## src/rtl/addsub_seq_ctrl.sv

```systemverilog
// Nibble-serial add/subtract sequencer that drives an external 4-bit adder, one nibble per cycle.
// Optional signed-overflow output is enabled by defining ADDSUB_SEQ_OVF_EN.
module addsub_seq_ctrl #(
    parameter int unsigned NIBBLES = 4
) (
    input  logic                   clk,
    input  logic                   rst,
    input  logic                   in_valid,
    output logic                   in_ready,
    input  logic [4*NIBBLES-1:0]   op_a,
    input  logic [4*NIBBLES-1:0]   op_b,
    input  logic                   op_sub,
    output logic [3:0]             adder_a,
    output logic [3:0]             adder_b,
    output logic                   adder_cin,
    input  logic [3:0]             adder_q,
    input  logic                   adder_cout,
    output logic                   out_valid,
    input  logic                   out_ready,
    output logic [4*NIBBLES-1:0]   result,
`ifdef ADDSUB_SEQ_OVF_EN
    output logic                   ovf,
`endif
    output logic                   cout
);

    localparam int unsigned W  = 4 * NIBBLES;
    localparam int unsigned IW = $clog2(NIBBLES);
    localparam logic [IW-1:0] LastIdx = IW'(NIBBLES - 1);

    typedef enum logic [1:0] {StIdle, StRun, StDone} state_e;

    state_e        state_q;
    logic [IW-1:0] idx_q;
    logic          carry_q;
    logic [W-1:0]  a_q;
    logic [W-1:0]  b_q;
    logic          sub_q;

    always_ff @(posedge clk) begin
        if (rst) begin
            state_q   <= StIdle;
            idx_q     <= '0;
            carry_q   <= 1'b0;
            a_q       <= '0;
            b_q       <= '0;
            sub_q     <= 1'b0;
            result    <= '0;
            cout      <= 1'b0;
            out_valid <= 1'b0;
            in_ready  <= 1'b0;
`ifdef ADDSUB_SEQ_OVF_EN
            ovf       <= 1'b0;
`endif
        end else begin
            unique case (state_q)
                StIdle: begin
                    in_ready <= 1'b1;
                    if (in_valid && in_ready) begin
                        a_q      <= op_a;
                        b_q      <= op_b;
                        sub_q    <= op_sub;
                        idx_q    <= '0;
                        in_ready <= 1'b0;
                        state_q  <= StRun;
                    end
                end
                StRun: begin
                    result[4*idx_q +: 4] <= adder_q;
                    carry_q              <= adder_cout;
                    if (idx_q == LastIdx) begin
                        cout      <= adder_cout;
                        out_valid <= 1'b1;
                        state_q   <= StDone;
`ifdef ADDSUB_SEQ_OVF_EN
                        // Operands of equal effective sign producing a result of the other sign
                        ovf <= (a_q[W-1] ~^ (b_q[W-1] ^ sub_q)) & (a_q[W-1] ^ adder_q[3]);
`endif
                    end else begin
                        idx_q <= idx_q + 1'b1;
                    end
                end
                StDone: begin
                    if (out_ready) begin
                        out_valid <= 1'b0;
                        in_ready  <= 1'b1;
                        state_q   <= StIdle;
                    end
                end
                default: state_q <= StIdle;
            endcase
        end
    end

    // Subtract is A + ~B + 1: invert B per nibble and inject the +1 as carry-in on nibble 0
    always_comb begin
        adder_a   = 4'h0;
        adder_b   = 4'h0;
        adder_cin = 1'b0;
        if (state_q == StRun) begin
            adder_a   = a_q[4*idx_q +: 4];
            adder_b   = b_q[4*idx_q +: 4] ^ {4{sub_q}};
            adder_cin = (idx_q == '0) ? sub_q : carry_q;
        end
    end

endmodule

```

## config.mk

```make
export PLATFORM = sky130hd
export DESIGN_NAME = addsub_seq_ctrl
export DESIGN_NICKNAME = d
export VERILOG_FILES = /design/src/rtl/addsub_seq_ctrl.sv
export SDC_FILE = /design/constraint.sdc
export NUM_CORES = 1
export LEC_CHECK = 0
export ABC_AREA = 1
export CAP_MARGIN = 20
export CELL_PAD_IN_SITES_DETAIL_PLACEMENT = 2
export CELL_PAD_IN_SITES_GLOBAL_PLACEMENT = 2
export CORE_MARGIN = 2
export CORE_UTILIZATION = 24
export CTS_CLUSTER_SIZE = 25
export DETAILED_ROUTE_END_ITERATION = 10
export PLACE_DENSITY_LB_ADDON = 0.08
export SYNTH_ARGS = -nofsm -noshare
export SYNTH_HDL_FRONTEND = slang
export SYNTH_SLANG_ARGS = --single-unit
```

## constraint.sdc

```tcl
create_clock -name clk -period 1.84 [get_ports clk]
set_input_delay 0.368 -clock clk [delete_from_list [all_inputs] [get_ports clk]]
set_output_delay 0.368 -clock clk [all_outputs]
set_load 0.01 [all_outputs]
```

==> results.sh <==
export IMPL_min_period_ns=1.84
export IMPL_insertion_delay_ns=0.34
export IMPL_grt_util_all_layers=0.154
export IMPL_cts_path_max_buffers=2
export IMPL_seqCellArea_mm2=0.00115
export IMPL_nNetsFinal=507
export IMPL_synth_top_area_frac=0.423
export IMPL_r2r_end="result[12]"
export IMPL_power_density_mw_per_mm2=837
export IMPL_cp_start_kind="flop"
export IMPL_cts_tree="done"
export IMPL_hpwlAfterDp_mm=6.37
export IMPL_first_iter_violations=55
export IMPL_hp_start="result[1]"
export IMPL_area_growth_pct=45.1
export IMPL_synth_area_per_cell_um2=7.20
export IMPL_hp_class="reg2reg"
export IMPL_cts_buffers=9
export IMPL_top_usage_layer="met2"
export IMPL_rsz0062_at_grt="true"
export IMPL_design_area_mm2=0.00392
export IMPL_netlist_instances=375
export IMPL_fillCellCount=1262
export IMPL_final_layout_size_suffix_gt1_frac=0.200
export IMPL_final_antenna_net_count=0
export IMPL_ys_types=26
export IMPL_grt_antenna_before_repair=0
export IMPL_met1_usage=0.185
export IMPL_max_freq_mhz=544
export IMPL_synth_edf_count=0
export IMPL_chipWidth_um=110
export IMPL_die_h_um=110
export IMPL_tightest_slew_ns=0.355
export IMPL_maxCapViolCount=0
export IMPL_max_slew_margin_rel=0.763
export IMPL_fin_crit_sh=1.00
export IMPL_clk_pin_slew_worst_paths_ns=0.07
export IMPL_post_dp_cell_area_mm2=0.00359
export IMPL_gp_congestion=0.763
export IMPL_synth_warnings=0
export IMPL_grt_pass1_vias=2763
export IMPL_rrSetupSlack_ns=0.09
export IMPL_htree_levels=3
export IMPL_max_stage_delay_ns=0.38
export IMPL_synth_ff_type="dfxtp_1"
export IMPL_coreArea_mm2=0.0109
export IMPL_yosys_area_top_type="dfxtp_1"
export IMPL_worstSetupEndpointType="primary output"
export IMPL_worstPathRequired_ns=1.47
export IMPL_synth_common_cells="103 x nor2_1, 64 x nand2_1, 57 x dfxtp_1, 34 x o21ai_0, 29 x a21oi_1"
export IMPL_synth_yosys_seq_area_share=0.423
export IMPL_path_max_fanout=4
export IMPL_setup_viol=0
export IMPL_vdd_ir_drop_max_v=0.000272
export IMPL_critPathBufInv=4
export IMPL_synth_area_top_cells="dfxtp_1 42%, nor2_1 14%, nand2_1 8.9%"
export IMPL_finalPower_mw=3.28
export IMPL_whs_path_depth=2
export IMPL_maxSlewViolCount=0
export IMPL_path_cells="clkinv_4 > buf_6 > ha_4 > inv_2 > nand2_2 > a21oi_2 > buf_2"
export IMPL_synth_nets=422
export IMPL_n_antenna_cell=0
export IMPL_hold_path_end="result[1]"
export IMPL_grtUsageMet3=0.0282
export IMPL_cp_top_family="buffers and inverters"
export IMPL_path_class="reg2out"
export IMPL_cp_data_arrival_time_ns=1.47
export IMPL_leakage_nw=1.50
export IMPL_finalClockSkew_ns=0.00847
export IMPL_grt_overflow_total=0
export IMPL_cp_slowest_cell="dfxtp_4"
export IMPL_grt_max_degree=42
export IMPL_wirelength_mm=8.79
export IMPL_io_buffers=69
export IMPL_fp_row_count=38
export IMPL_cts_sinks=57
export IMPL_vias_per_cell=4.47
export IMPL_hold_viol=0
export IMPL_start_util=0.248
export IMPL_wl_per_cell_um=14.6
export IMPL_dieArea_mm2=0.0121
export IMPL_netlist_area_mm2=0.00270
export IMPL_clk_root_buffer_cell="clkbuf_8"
export IMPL_status="finished, final reports clean"
export IMPL_ff2ff_path_depth=8
export IMPL_r2r_start="idx_q[1]"
export IMPL_gr_usage_met2=0.263
export IMPL_multi_input_area_mm2=0.00141
export IMPL_synthArstFlopShare=0
export IMPL_drc=0
export IMPL_grt_pass1_wl_mm=14.1
export IMPL_dr_pass1_iters=4
export IMPL_vias=2702
export IMPL_synth_seq_cells=57
export IMPL_io_pins=70
export IMPL_yosysMostFrequentCell="nor2_1"
==> cell families (layout without fill, tap and decap cells) <==
kind of cell / after synthesis / in the layout / share of synthesized area
AOI/OAI and AO/OA: 73 / 73 / 0.135
and+or+nand+nor: 200 / 200 / 0.325
DFF: 57 / 57 / 0.423
buffers and inverters: 40 / 129 / 0.0936
adders and majority gates: 5 / 5 / 0.0232
==> metrics by stage <==
step           worst slack [ns]  hold slack (ns)  instances  utilization  TNS (ns)
6_report               0.000254            0.446        604        0.360         0
5_1_grt                 -0.0912            0.478        604        0.360    -0.490
4_1_cts                 -0.0708            0.454        603        0.350    -0.140
3_5_place_dp             -0.118            0.443        587        0.330    -0.642
3_3_place_gp            -0.0553            0.433        587        0.330    -0.296
2_1_floorplan            0.0293            0.448        375            -         0
==> what timing repair did <==
item | in CTS | in global routing
setup endpoints to repair | 9 | 13
resized for setup | 53 | 28
setup buffers | 2 | 0
cloned | 0 | 1
pin swaps | 6 | 10
hold buffers | 0 | 0
==> flip-flops by register name, summed over array words and instances, names as in the netlist <==
signal     count
out_valid      1
carry_q        1
result        16
cout           1
state_q        2
a_q           16
sub_q          1
b_q           16
idx_q          2
in_ready       1
==> where the power goes <==
part           leakage [nW]  switching [mW]  internal, mW  total [mW]
clock                 0.102           0.532         0.688        1.22
combinational         0.934           0.366         0.320       0.686
sequential            0.467          0.0590          1.31        1.37
total                  1.50           0.957          2.32        3.28
==> layout make-up <==
class / count / share of cell area
inverters: 20 / 0.0230
well taps: 140 / 0.0447
repair buffers: 94 / 0.229
clock inverters: 3 / 0.0102
clock buffers: 12 / 0.0396
multi-input cells: 278 / 0.360
flip-flops and latches: 57 / 0.293
==> worst register-to-register path: cells and delay by family, from the launching register on <==
kind,cells,cell delay (ns)
AOI/OAI and AO/OA,1,0.12
adders and majority gates,1,0.30
buffers and inverters,3,0.33
DFF,1,0.38
and+or+nand+nor,3,0.55
==> per-layer routing <==
| layer | wire [um] | part of all wire |
|---|---|---|
| met5 | 0 | 0 |
| met1 | 3840 | 0.44 |
| met2 | 4450 | 0.51 |
| met3 | 345 | 0.039 |
| met4 | 163 | 0.019 |
==> how the worst max path moves through the flow <==
stage / start / to / cells after the start
after global placement: idx_q[1] / adder_a[3] / 6
after detailed placement: idx_q[1] / adder_cin / 6
after global routing: idx_q[1] / adder_cin / 7
final: idx_q[1] / adder_cin / 7
after CTS: idx_q[0] / adder_b[1] / 6
after floorplan: idx_q[0] / adder_cin / 8
==> cells in the final DEF, fill, tap and decap left out, types with 3 or more instances in the layout <==
cell type        instances
a21oi_1                 26
nand3_1                 12
nor3_2                   4
nor2_2                   4
a21oi_2                  3
nand2_2                  6
buf_4                   17
clkdlybuf4s50_1         60
o21ai_0                 29
nor2_1                  98
nand3_2                  7
buf_6                    4
nor2_4                   4
nand2_1                 58
inv_1                   14
nand3_4                  3
ha_1                     3
o21ai_1                 14
dfxtp_1                 55
clkbuf_8                11
buf_2                    9
No activity file was read; power rests on OpenSTA's default activity.
